==> src/rtl/fetch_redirect_ctrl.sv <==
// fetch_redirect_ctrl
// Arbitrates PC redirect sources (ROB commit redirect, EX branch redirect,
// branch-predictor target) for the fetch stage. Every accepted redirect
// produces a one-cycle flush pulse with its target and bumps the flush epoch.
// After a flush, fetch is held stalled for FLUSH_HOLD drain cycles.
//
// state | meaning
// ------+---------------------------------------------------------------
// RUN   | normal fetch; predictor targets are forwarded; EX/ROB accepted
// HOLD  | post-flush drain; stall forced; only ROB redirects accepted
//
// XLEN mirrors the value in general_defines so this file stands alone.
module fetch_redirect_ctrl #(
  parameter int FLUSH_HOLD = 2,
  parameter int EPOCH_W    = 3,
  localparam int XLEN      = 32
) (
  input  logic               clk,
  input  logic               rst,
  input  logic               rob_redir_valid,
  input  logic [XLEN-1:0]    rob_redir_pc,
  input  logic               ex_redir_valid,
  input  logic [XLEN-1:0]    ex_redir_pc,
  input  logic               bp_pred_valid,
  input  logic [XLEN-1:0]    bp_pred_pc,
  input  logic               backend_stall,
  output logic               pred_valid,
  output logic [XLEN-1:0]    pred_pc,
  output logic               stall,
  output logic               flush,
  output logic [XLEN-1:0]    flush_pc,
  output logic [EPOCH_W-1:0] flush_epoch,
  output logic               hold_active
);

  localparam int CNT_W = (FLUSH_HOLD < 1) ? 1 : $clog2(FLUSH_HOLD + 1);
  localparam logic [CNT_W-1:0] HOLD_LOAD = CNT_W'(FLUSH_HOLD);

  typedef enum logic {
    RUN  = 1'b0,
    HOLD = 1'b1
  } state_t;

  state_t           state;
  logic [CNT_W-1:0] hold_cnt;

  logic             ex_acc;
  logic             redir_acc;
  logic [XLEN-1:0]  redir_pc;

  // Redirect arbitration: ROB always wins; EX is wrong-path during HOLD or the flush cycle.
  always_comb begin
    ex_acc    = ex_redir_valid && (state == RUN) && !flush;
    redir_acc = rob_redir_valid || ex_acc;
    redir_pc  = rob_redir_valid ? rob_redir_pc : ex_redir_pc;
  end

  // Flush pulse, epoch tag and drain-window sequencing.
  always_ff @(posedge clk) begin
    if (rst) begin
      state       <= RUN;
      hold_cnt    <= '0;
      flush       <= 1'b0;
      flush_pc    <= '0;
      flush_epoch <= '0;
    end else begin
      flush <= redir_acc;
      if (redir_acc) begin
        flush_pc    <= redir_pc;
        flush_epoch <= flush_epoch + EPOCH_W'(1);
      end
      if (redir_acc && (FLUSH_HOLD > 0)) begin
        state    <= HOLD;
        hold_cnt <= HOLD_LOAD;
      end else if ((state == HOLD) && !flush) begin
        hold_cnt <= hold_cnt - CNT_W'(1);
        if (hold_cnt == CNT_W'(1)) begin
          state <= RUN;
        end
      end
    end
  end

  // Fetch-side controls; the fetch stage gives flush priority over stall.
  always_comb begin
    hold_active = (state == HOLD);
    stall       = backend_stall || (state == HOLD);
    pred_valid  = bp_pred_valid && (state == RUN) && !flush && !backend_stall;
    pred_pc     = bp_pred_pc;
  end

endmodule

==> config.mk <==
export PLATFORM = sky130hd
export DESIGN_NAME = fetch_redirect_ctrl
export DESIGN_NICKNAME = d
export VERILOG_FILES = /design/src/rtl/fetch_redirect_ctrl.sv
export SDC_FILE = /design/constraint.sdc
export NUM_CORES = 1
export LEC_CHECK = 0
export BUFFER_PORTS_ARGS = -buffer_cell sky130_fd_sc_hd__buf_4
export CORE_UTILIZATION = 40
export DETAILED_ROUTE_END_ITERATION = 6
export GPL_TIMING_DRIVEN = 0
export PLACE_DENSITY = 0.8
export SKIP_LAST_GASP = 1
export SYNTH_ARGS = -nofsm -noshare
export SYNTH_HDL_FRONTEND = slang
export SYNTH_SLANG_ARGS = --single-unit
==> constraint.sdc <==
create_clock -name clk -period 1.65 [get_ports clk]
set_input_delay 0.33 -clock clk [delete_from_list [all_inputs] [get_ports clk]]
set_output_delay 0.33 -clock clk [all_outputs]
set_load 0.01 [all_outputs]
==> results of run 1 <==
worst min-delay path, stage by stage:
cell and delay (ns):
buf_4 0.11, inv_1 0.05, a2111oi_2 0.06
repair_timing:
item	in CTS	in global routing
endpoints found under the setup margin	1	18
gates resized for setup	2	2
buffers inserted	0	4
pin swaps	0	2
cell usage after synthesis:
master	count	area, sq um
clkbuf_1	9	33.8
buf_4	33	248
inv_1	34	128
ha_1	2	25.0
o21ai_0	3	15.0
a221oi_1	1	8.76
mux2_2	1	11.3
nor2_1	3	11.3
or3b_1	1	8.76
a21oi_1	3	15.0
nor3b_4	1	18.8
dfxtp_1	39	781
a2111oi_1	1	10.0
nor3b_1	2	15.0
nor3_1	66	330
or2_2	1	6.26
buf_2	2	10.0
mux2i_1	1	10.0
o21bai_1	1	7.51
nor2b_1	3	18.8
nand3_1	1	5.00
a2111oi_2	27	405
buf_6	10	113
o2bb2ai_1	1	8.76
a2111oi_0	4	35.0
flip-flops by register name, indices dropped and copies added, names as in the netlist:
register	cells
flush	1
flush_epoch	3
flush_pc	32
hold_active	1
hold_cnt	2
final timing paths:
| path | startpoint | to | slack (ns) | cells past startpoint |
|---|---|---|---|---|
| worst min register to register | flush_epoch[1] | flush_epoch[1] | 0.50 | 2 |
| worst max register to register | flush | flush_pc[25] | 0.17 | 5 |
| worst min-delay path | rob_redir_pc[21] | flush_pc[21] | 0.31 | 3 |
| worst max-delay path | hold_active | pred_valid | 0.13 | 3 |
power by group:
group / total (mW) / switching (mW) / internal (mW)
Combinational: 0.781 / 0.337 / 0.444
Clock: 0.624 / 0.327 / 0.297
Sequential: 1.07 / 0.0503 / 1.02
cells by family (layout without fill, tap and decap cells):
family | count (synthesis) | after routing | share of synthesized area
adders and majority gates | 2 | 2 | 0.0110
muxes | 2 | 2 | 0.00934
buffers and inverters | 88 | 238 | 0.233
AOI/OAI and AO/OA | 41 | 41 | 0.222
DFF | 39 | 39 | 0.343
and+or+nand+nor | 78 | 78 | 0.182
metrics by stage:
step	cell area (sq um)	instances
after global placement	3400	460
final	3530	472
after CTS	3490	468
after global routing	3530	472
after floorplan	2280	250
after detailed placement	3400	460
final cells by class:
class                      instances  area (sq um)  share of cell area
buffer                            54           404               0.115
clock buffer                       7          76.3              0.0216
clock inverter                     1          5.00             0.00142
inverter                          34           128              0.0362
multi-input combinational        123           973               0.276
sequential                        39           785               0.222
tap                               72          90.1              0.0255
timing repair buffer             142          1070               0.302
metal layers:
layer,wire length [um],vias up,part of all wire,GRT usage
met1,2700,1062,0.42,0.238
met5,0,-,0,0
met4,32,0,0.0050,0.0358
met2,3100,105,0.49,0.375
met3,519,5,0.082,0.0718
li1,-,1152,-,-
==> results_dict.tcl, run 1 <==
set metrics [dict create \
    ioPinCount 173 \
    finalSetupTns_ns 0 \
    antenna_left 0 \
    routed_wl_mm 6.35 \
    final_common_cell "buf_4" \
    wire_per_inst_um 13.4 \
    hpwl_mm 4.88 \
    crit_chain "or2_4, nor3b_2, buf_4" \
    pre_cts_slack_ns 0.0743 \
    power_density_mw_per_mm2 702 \
    drv_cap 0 \
    ys_types 25 \
    syn_area_sq_mm 0.00228 \
    grt_overflow 0 \
    fill_cells 494 \
    grt_pass1_wl_mm 10.1 \
    grt_pass1_vias 2212 \
    slew_viol_final 0 \
    start_util 0.414 \
    rows 27 \
    setup_viol_count_final 0 \
    min_path_type "in -> reg" \
    path_buf_inv 1 \
    clk_latency_ns 0.29 \
    final_cell_mix "buf_4, nor3_1, dfxtp_1" \
    max_freq_mhz 658 \
    post-route-drc-count 0 \
    finalCriticalPeriod_ns 1.52 \
    critPathMaxStageDelay_ns 0.36 \
    ys_seq_area_frac 0.343 \
    grt_max_degree 12 \
    yosys_warnings 0 \
    crit_type "reg -> out" \
    cp_top_family "simple AND/OR/NAND/NOR gates" \
    cp-end-kind "output pin" \
    holdBufCountCts 0 \
    p_total_mw 2.48 \
    start_kind "register" \
    drive_above_1_share 0.563 \
    area_growth_pct 54.8 \
    drt-initial-drc-count 54 \
    cts_sinks 39 \
    synth-seq-cells 39 \
    nets 503 \
    relSlewSlack 0.502 \
    cts_tree "yes" \
    netlist_instances 250 \
    max-clock-path-buffers 2 \
    cts_made_buffers 5 \
    critPathSlowestCell "dfxtp_4" \
    rsz0062_at_grt "false" \
    grt_usage 0.208 \
    vdd_ir_drop_max_mv 0.419 \
    cp.arrival_ns 1.19 \
    antenna_cells 0 \
    synth.avg_cell_area_sq_um 9.11 \
    period_share 0.921 \
    status "completed" \
    avgViaCountPerCell 4.92 \
    via_count 2324 \
    clockRootBuffer "clkbuf_8" \
    setup_ws_ns 0.130 \
    final_core_util 0.641 \
    cts.reportedPaths.clkPinSlew_ns 0.08 \
    io_buffers 138 \
    p_leak_nw 1.67 \
    die-height_um 77.5 \
    worst_pin_slew_ns 0.747 \
    syn-num-nets 354 \
    holdWs_ns 0.305 \
    finalHoldViolCount 0 \
    dr.pass1.iters 6 \
    crit_fanout 6 \
    die_w_um 77.5 \
    required_ns 1.32 \
    cts_htree_levels 2 \
    place.gp.congestion 0.697 \
    die_area_sq_mm 0.00600 \
    clock_skew_ns 0.00307 \
    antenna_found_initial 0 \
    core_sq_mm 0.00551 \
]
Power figures use the tool's default switching activity.
==> run 2: changes to the inputs <==
--- a/config.mk
+++ b/config.mk
@@ -6,6 +6,7 @@
 export NUM_CORES = 1
 export LEC_CHECK = 0
 export BUFFER_PORTS_ARGS = -buffer_cell sky130_fd_sc_hd__buf_4
+export CORE_ASPECT_RATIO = 2
 export CORE_UTILIZATION = 40
 export DETAILED_ROUTE_END_ITERATION = 6
 export GPL_TIMING_DRIVEN = 0
==> results_dict.tcl, run 2 (synthesis gave the netlist of run 1 again) <==
set metrics [dict create \
    swShare 0.290 \
    die-height_um 109 \
    relSlewSlack 0.495 \
    grt_overflow 0 \
    cts_htree_levels 2 \
    clock_skew_ns 0.00496 \
    antenna_found_initial 0 \
    cp.arrival_ns 1.25 \
    rows 38 \
    worstHoldEndpoint "flush_pc[9]" \
    vdd_ir_drop_max_mv 0.612 \
    grt_pass1_wl_mm 10.9 \
    via_count 2407 \
    wire_per_inst_um 15.3 \
    hold_depth 3 \
    die_area_sq_mm 0.00602 \
    drt-initial-drc-count 42 \
    avgViaCountPerCell 5.26 \
    antenna_left 0 \
    grt_pass1_vias 2410 \
    start_util 0.417 \
    max_freq_mhz 633 \
    dr.pass1.iters 4 \
    rsz0062_at_grt "false" \
    core_sq_mm 0.00547 \
    grt_usage 0.231 \
    period_share 0.957 \
    nets 503 \
    startpoint "hold_active" \
    worst_pin_slew_ns 0.758 \
    p_leak_nw 1.67 \
    reg.largest.list "flush_pc x32, flush_epoch x3, hold_cnt x2" \
    finalCriticalPeriod_ns 1.58 \
    power_density_mw_per_mm2 702 \
    ff2ff_path_depth 5 \
    hp-start "rob_redir_pc[9]" \
    worst_r2r_endpoint "flush_pc[7]" \
    finalHoldViolCount 0 \
    start_kind "register" \
    cts_tree "yes" \
    setup_viol_count_final 0 \
    finalSetupTns_ns 0 \
    cp-end-kind "output pin" \
    met1_length_mm 2.25 \
    seqPwrFrac 0.434 \
    holdBufCountCts 0 \
    min_path_type "in -> reg" \
    clockRootBuffer "clkbuf_8" \
    regMostFlops "flush_pc" \
    reg2reg_from "flush" \
    largest_register_ffs 32 \
    die_w_um 55.4 \
    drv_cap 0 \
    highest_layer "met4" \
    cts_made_buffers 5 \
    ioPinCount 173 \
    p_clk_frac 0.244 \
    cts_sinks 39 \
    cts.reportedPaths.clkPinSlew_ns 0.07 \
    crit_fanout 4 \
    place.gp.congestion 0.764 \
    hpwl_mm 5.51 \
    status "completed" \
    r2r_slack_ns 0.11 \
    postPlaceCellArea_sq_mm 0.00339 \
    required_ns 1.32 \
    final_cell_mix "buf_4, nor3_1, dfxtp_1" \
    finalInstanceArea_sq_mm 0.00351 \
    p_switching_uw 715 \
    area_growth_pct 54.2 \
    antenna_cells 0 \
    drive_above_1_share 0.563 \
    max-clock-path-buffers 2 \
    final_common_cell "buf_4" \
    io_buffers 138 \
    slew_viol_final 0 \
    post-route-drc-count 0 \
    routed_wl_mm 6.99 \
    p_total_mw 2.47 \
    clk_latency_ns 0.29 \
    wl_met3_um 498 \
    wl_met2_mm 4.04 \
    grt_max_degree 11 \
    comb_power_share 0.322 \
    crit_type "reg -> out" \
    p_int_mw 1.75 \
]
==> run 2: cell count changes in the layout (fill, tap and decap cells not counted) <==
cell and change:
or2_4 -1, buf_4 -1, clkbuf_1 -1, buf_12 +1
clkinv_2 -1, or2_2 +1
==> run 2: worst max path at each step <==
stage	endpoint	slack [ns]	cells past startpoint
after floorplan	pred_valid	0.24	2
after global placement	flush_pc[7]	0.11	6
after detailed placement	flush_pc[27]	0.04	5
after CTS	pred_valid	0.02	3
after global routing	pred_valid	0.004	3
final	pred_valid	0.07	3
==> run 2: power by group through the flow <==
stage                     clock, mW  combinational [mW]  sequential (mW)
after floorplan                   0               0.375             1.12
after global placement            0               0.766             1.09
after detailed placement          0               0.780             1.09
after CTS                     0.620               0.783             1.07
after global routing          0.672               0.854             1.08
final                         0.603               0.794             1.07
==> run 2: repair_timing <==
action,CTS,global route
endpoints found under the setup margin,1,17
buffers inserted,0,4
gates cloned,0,0
gates resized for setup,2,1
pin swaps,0,2
==> run 2: area by class of cell <==
cell class | count | area [sq um]
fillers | 496 | 1950
repair buffers | 142 | 1080
multi-input cells | 123 | 971
flip-flops and latches | 39 | 785
plain buffers | 54 | 404
inverters | 34 | 128
well taps | 60 | 75.1
clock buffers | 6 | 72.6
==> run 2: layer usage <==
| metal | GRT usage | vias up |
|---|---|---|
| met4 | 0.111 | 0 |
| met3 | 0.0593 | 15 |
| met2 | 0.458 | 127 |
| li1 | - | 1151 |
| met5 | 0 | - |
| met1 | 0.211 | 1114 |
==> run 2: metrics by stage <==
stage,instances,hold WS [ns],setup WS (ns),utilization
after global routing,458,0.287,0.00429,0.643
final,458,0.298,0.0714,0.643
after detailed placement,448,0.486,0.0421,0.620
after floorplan,250,0.480,0.242,-
after CTS,454,0.290,0.0241,0.634
after global placement,448,0.481,0.106,0.620
==> run 2: critical path: stages, from the launching register on <==
cell	delay (ns)
dfxtp_4	0.35
or2_2	0.31
nor3b_2	0.16
buf_4	0.14
